### src/rtl/sp1_ff_arb_if.sv
// sp1_ff_arb_if: requester/grant/register bundle shared by the arbiter and its driver.
interface sp1_ff_arb_if #(parameter int DW = 32);
    logic [3:0]    req;
    logic [3:0]    lock;
    logic [DW-1:0] d0, d1, d2, d3;
    logic [3:0]    gnt;
    logic [DW-1:0] q;
    logic          locked;
    logic [1:0]    owner;
    modport slave  (input req, lock, d0, d1, d2, d3, output gnt, q, locked, owner);
    modport master (output req, lock, d0, d1, d2, d3, input gnt, q, locked, owner);
endinterface

### src/rtl/sp1_ff_arb.sv
// sp1_ff_arb: round-robin arbiter with per-requester lock, writing a shared register.
module sp1_ff #(parameter int DW = 32) (
    input  logic          clk,
    input  logic          rst,
    input  logic          en,
    input  logic [DW-1:0] d_i,
    output logic [DW-1:0] q_o
);
    always_ff @(posedge clk or posedge rst)
        if (rst) q_o <= '0;
        else if (en) q_o <= d_i;
endmodule

module sp1_ff_arb #(parameter int DW = 32) (
    input logic          clk,
    input logic          rst,
    sp1_ff_arb_if.slave  arb
);
    typedef enum logic {IDLE, LOCKED} state_t;
    state_t        state_q, state_d;
    logic [1:0]    ptr_q, ptr_d, owner_q, owner_d, gi;
    logic [3:0]    rot, pick, gnt;
    logic [DW-1:0] wdata;
    // rotate so ptr sits at bit 0, isolate the lowest set bit, rotate back
    always_comb begin
        rot   = 4'(({arb.req, arb.req}) >> ptr_q);
        pick  = rot & (~rot + 4'd1);
        gnt   = rst ? 4'b0 :
                state_q == LOCKED ? (arb.req[owner_q] ? 4'b1 << owner_q : 4'b0) :
                4'(({pick, pick} << ptr_q) >> 4);
        gi    = gnt[3] ? 2'd3 : gnt[2] ? 2'd2 : gnt[1] ? 2'd1 : 2'd0;
        wdata = gi == 2'd3 ? arb.d3 : gi == 2'd2 ? arb.d2 : gi == 2'd1 ? arb.d1 : arb.d0;
    end
    always_comb begin
        state_d = state_q;
        ptr_d   = ptr_q;
        owner_d = owner_q;
        if (state_q == IDLE) begin
            if (|gnt) begin
                if (arb.lock[gi]) begin
                    state_d = LOCKED;
                    owner_d = gi;
                end else ptr_d = gi + 2'd1;
            end
        end else if (!(arb.req[owner_q] && arb.lock[owner_q])) begin
            state_d = IDLE;
            ptr_d   = owner_q + 2'd1;
        end
    end
    always_ff @(posedge clk or posedge rst)
        if (rst) begin
            state_q <= IDLE;
            ptr_q   <= 2'd0;
            owner_q <= 2'd0;
        end else begin
            state_q <= state_d;
            ptr_q   <= ptr_d;
            owner_q <= owner_d;
        end
    sp1_ff #(.DW(DW)) u_reg (.clk(clk), .rst(rst), .en(|gnt), .d_i(wdata), .q_o(arb.q));
    assign arb.gnt    = gnt;
    assign arb.locked = state_q == LOCKED;
    assign arb.owner  = owner_q;
endmodule

### src/flat_wrapper.sv
// flat-port wrapper written by rule: the top's interface ports become plain ports
module sp1_ff_arb_flat 
#(parameter int DW = 32)
  (clk, rst, arb_req, arb_lock, arb_d0, arb_d1, arb_d2, arb_d3, arb_gnt, arb_q, arb_locked, arb_owner);
  sp1_ff_arb_if #(.DW(DW)) arb_i ();
  input logic clk;
  input logic rst;
  input wire logic [$bits(arb_i.req)-1:0] arb_req;
  input wire logic [$bits(arb_i.lock)-1:0] arb_lock;
  input wire logic [$bits(arb_i.d0)-1:0] arb_d0;
  input wire logic [$bits(arb_i.d1)-1:0] arb_d1;
  input wire logic [$bits(arb_i.d2)-1:0] arb_d2;
  input wire logic [$bits(arb_i.d3)-1:0] arb_d3;
  output wire logic [$bits(arb_i.gnt)-1:0] arb_gnt;
  output wire logic [$bits(arb_i.q)-1:0] arb_q;
  output wire logic [$bits(arb_i.locked)-1:0] arb_locked;
  output wire logic [$bits(arb_i.owner)-1:0] arb_owner;
  assign arb_i.req = arb_req;
  assign arb_i.lock = arb_lock;
  assign arb_i.d0 = arb_d0;
  assign arb_i.d1 = arb_d1;
  assign arb_i.d2 = arb_d2;
  assign arb_i.d3 = arb_d3;
  assign arb_gnt = arb_i.gnt;
  assign arb_q = arb_i.q;
  assign arb_locked = arb_i.locked;
  assign arb_owner = arb_i.owner;
  sp1_ff_arb #(.DW(DW)) u_core (.clk(clk), .rst(rst), .arb(arb_i));
endmodule
### config.mk
export PLATFORM = sky130hd
export DESIGN_NAME = sp1_ff_arb_flat
export DESIGN_NICKNAME = d
export VERILOG_FILES = /design/src/rtl/sp1_ff_arb_if.sv /design/src/rtl/sp1_ff_arb.sv /design/src/flat_wrapper.sv
export SDC_FILE = /design/constraint.sdc
export NUM_CORES = 1
export LEC_CHECK = 0
export CORE_UTILIZATION = 39
export CTS_CLUSTER_DIAMETER = 150
export DETAILED_ROUTE_END_ITERATION = 10
export MAX_ROUTING_LAYER = met4
export PLACE_DENSITY_LB_ADDON = 0.1
export SLEW_MARGIN = 40
export SYNTH_ARGS = -nofsm -noshare
export SYNTH_HDL_FRONTEND = slang
export SYNTH_SLANG_ARGS = --single-unit
export TNS_END_PERCENT = 10
### constraint.sdc
create_clock -name clk -period 5 [get_ports clk]
set_input_delay 0.75 -clock clk [delete_from_list [all_inputs] [get_ports clk]]
set_output_delay 0.75 -clock clk [all_outputs]
set_load 0.005 [all_outputs]
==> impl_metrics.toml <==
[status]
outcome = "finished clean"

[run]
drv_cap = 0

[sta]
max_slew.worst_pin.slew_ns = 0.736
rsz0062_at_grt = "no"
finalSetupViolations = 0
slew_headroom_pct = 50.8
whs_ns = 0.506
fin_tns_setup_ns = 0
final.period_utilization_pct = 75.7
finalHoldViolCount = 0
final_max_slew_viol_count = 0
max_freq_mhz = 264
min_period_ns = 3.78
clock-skew-final_ns = 0.00616

[setup_path]
crit_type = "in2out"
cp-start-kind = "primary input"
critical-path-top-delay-family = "buffers and inverters"
path_cells = "clkdlybuf4s50_1, or2_1, a21oi_2, o311ai_4, buf_4, inv_2, clkdlybuf4s50_1"
cp_max_fo = 40
critPathSlowestCell = "clkdlybuf4s50_1"
crit_arrival_ns = 3.03
r2r_setup_slack_ns = 1.60
critPathRequiredTime_ns = 4.25
critPathMaxStageDelay_ns = 0.57
path_buf_inv = 4
cpMostUsedCell = "clkdlybuf4s50_1"
cp-end-kind = "output port"
r2r-start = "u_core.arb.locked"
reg2reg_to = "u_core.ptr_q[1]"
rr_worst_depth = 9

[grt]
antenna_found_initial = 0
grt_pass1_vias = 2977
track_usage_pct = 25.8
overflow = 0
grt_max_degree = 41
grt_first_pass_wirelength_um = 14000

[power]
ir_drop_uv = 301
power_mw = 2.14
cellLeakagePower_nw = 1.75
powerDensity_nw_per_um2 = 475

[final_layout]
utilization_pct = 70.4
final_cell_area_um2 = 4500
finalNetCount = 610
num_antenna_cells = 0
drive_above_1_share_pct = 5.71
syn2layout_area_growth_pct = 74.1

[clocking]
cts_buffer_depth = 2
root_buffer = "clkbuf_8"
htreeDepth = 2
clock_latency_ns = 0.29
cts_hold_buffers = 0
cts_inserted_buffers = 5
clock_sinks = 37
cts_tree = "built"
cts_resized = 0
postCtsSetupRepairBufs = 0
clkSlewWorstSetupHoldPaths_ns = 0.07

[worst_hold_path]
hold_depth = 1
holdPathEnd = "u_core.u_reg.q_o[28]"
hp-start = "u_core.u_reg.q_o[28]"
hold_class = "reg2reg"

[synth]
ys_seq_elements = 37
synth_area_leaders = "dfrtp_1 36%, mux2i_1 12%, a21oi_1 10%, nor2_1 10%, a211oi_1 5.5%"
synthDistinctLibCells = 45
yosysMostFrequentCell = "nor2_1"
synth_top_cells_by_count = "70 x nor2_1, 54 x a21oi_1, 37 x dfrtp_1"
syn_nets = 448
synthArstFlopShare_pct = 100
syn-instance-count = 310
syn_area_um2 = 2580
ys_seq_area_share_pct = 35.9
yosys.area.top_type = "dfrtp_1"
ys_warn_count = 0
synth_top_area_share_pct = 35.9
ys.flop_type = "dfrtp_1"
postSynthAreaPerCell_um2 = 8.33
synth_edf_count = 0

[place]
gp_congestion = 0.836
dp_hpwl_um = 6410
placed_area_um2 = 4360
io_buffers = 176

[floorplanning]
die_w_um = 83.4
die_h_um = 83.4
fp-row-count = 29
dieArea_um2 = 6950
coreArea_um2 = 6390
start_util_pct = 40.4
ios = 177

[route]
vias = 2946
totalWireLength_um = 8490
firstDrtPassIters = 4
first_iter_violations = 85
wl_per_cell_um = 15.4
ant_nets = 0
viasPerCell = 5.36
drc_errors = 0
report_power, final:
part | switching (mW) | internal, mW | leakage (nW) | total [mW]
clock network | 0.106 | 0.198 | 0.0681 | 0.304
registers | 0.124 | 0.456 | 0.420 | 0.580
logic | 0.589 | 0.665 | 1.26 | 1.25
stage by stage:
step / instances / setup slack (ns)
final: 550 / 1.22
after floorplan: 310 / 1.91
after CTS: 550 / 1.22
after global routing: 550 / 1.09
after detailed placement: 542 / 1.00
after global placement: 542 / 1.11
final cells by class:
type	instances	area, um2
multi-input combinational	239	1510
clock inverter	3	65.1
timing repair buffer	181	1800
clock buffer	5	68.8
fill	545	1890
sequential	37	926
tap	77	96.3
inverter	8	30.0
logic make-up (layout without fill, tap and decap cells):
family / Yosys count / count (layout) / share of synthesized area (%)
compound gates: 113 / 113 / 29.3
xor+xnor: 1 / 1 / 0.339
buf+inv: 34 / 197 / 6.01
flops: 37 / 37 / 35.9
mux: 34 / 34 / 13.5
simple gates: 91 / 91 / 15.0
state kept, by name, summed over array words and instances (netlist names):
signal and flops:
u_core.u_reg.q_o 32, u_core.arb.owner 2, u_core.ptr_q 2, u_core.arb.locked 1
worst max-delay path by stage:
| stage | depth (start not counted) | to | startpoint | slack [ns] |
|---|---|---|---|---|
| after floorplan | 8 | u_core.arb.owner[1] | rst | 1.91 |
| after global placement | 10 | u_core.arb.owner[1] | arb_req[3] | 1.11 |
| after detailed placement | 10 | u_core.ptr_q[1] | arb_req[3] | 1.00 |
| after CTS | 7 | arb_gnt[2] | arb_req[3] | 1.22 |
| after global routing | 10 | u_core.ptr_q[0] | arb_req[3] | 1.09 |
| final | 7 | arb_gnt[2] | arb_req[3] | 1.22 |
routing by layer:
layer / track usage, % / vias to the layer above / routed length [um]
met4: 6.27 / 0 / 104
met3: 6.06 / 9 / 571
met2: 45.0 / 123 / 4280
met1: 29.9 / 1370 / 3540
met5: - / - / 0
li1: - / 1444 / -
cells in the final DEF (no fill, tap or decap), types with 2 or more instances in the layout:
cell             Yosys  final
nor2b_1              2      2
a221oi_1            10     10
a21oi_2              3      2
a211oi_1            19     19
a31oi_1              2      2
nand3_1              3      3
a21oi_1             54     54
mux2_1               3      3
mux2i_1             30     30
dfrtp_1             37     37
bufinv_16            0      2
clkbuf_8             0      5
o21a_1               3      3
or2_1                2      2
o211ai_1             3      3
clkdlybuf4s50_1      0    176
nand2_1              6      5
buf_4                3      5
inv_1                7      6
nor2_1              70     70
o21ai_0              6      6
a222oi_1             2      2
(Power assumes the default switching activity.)
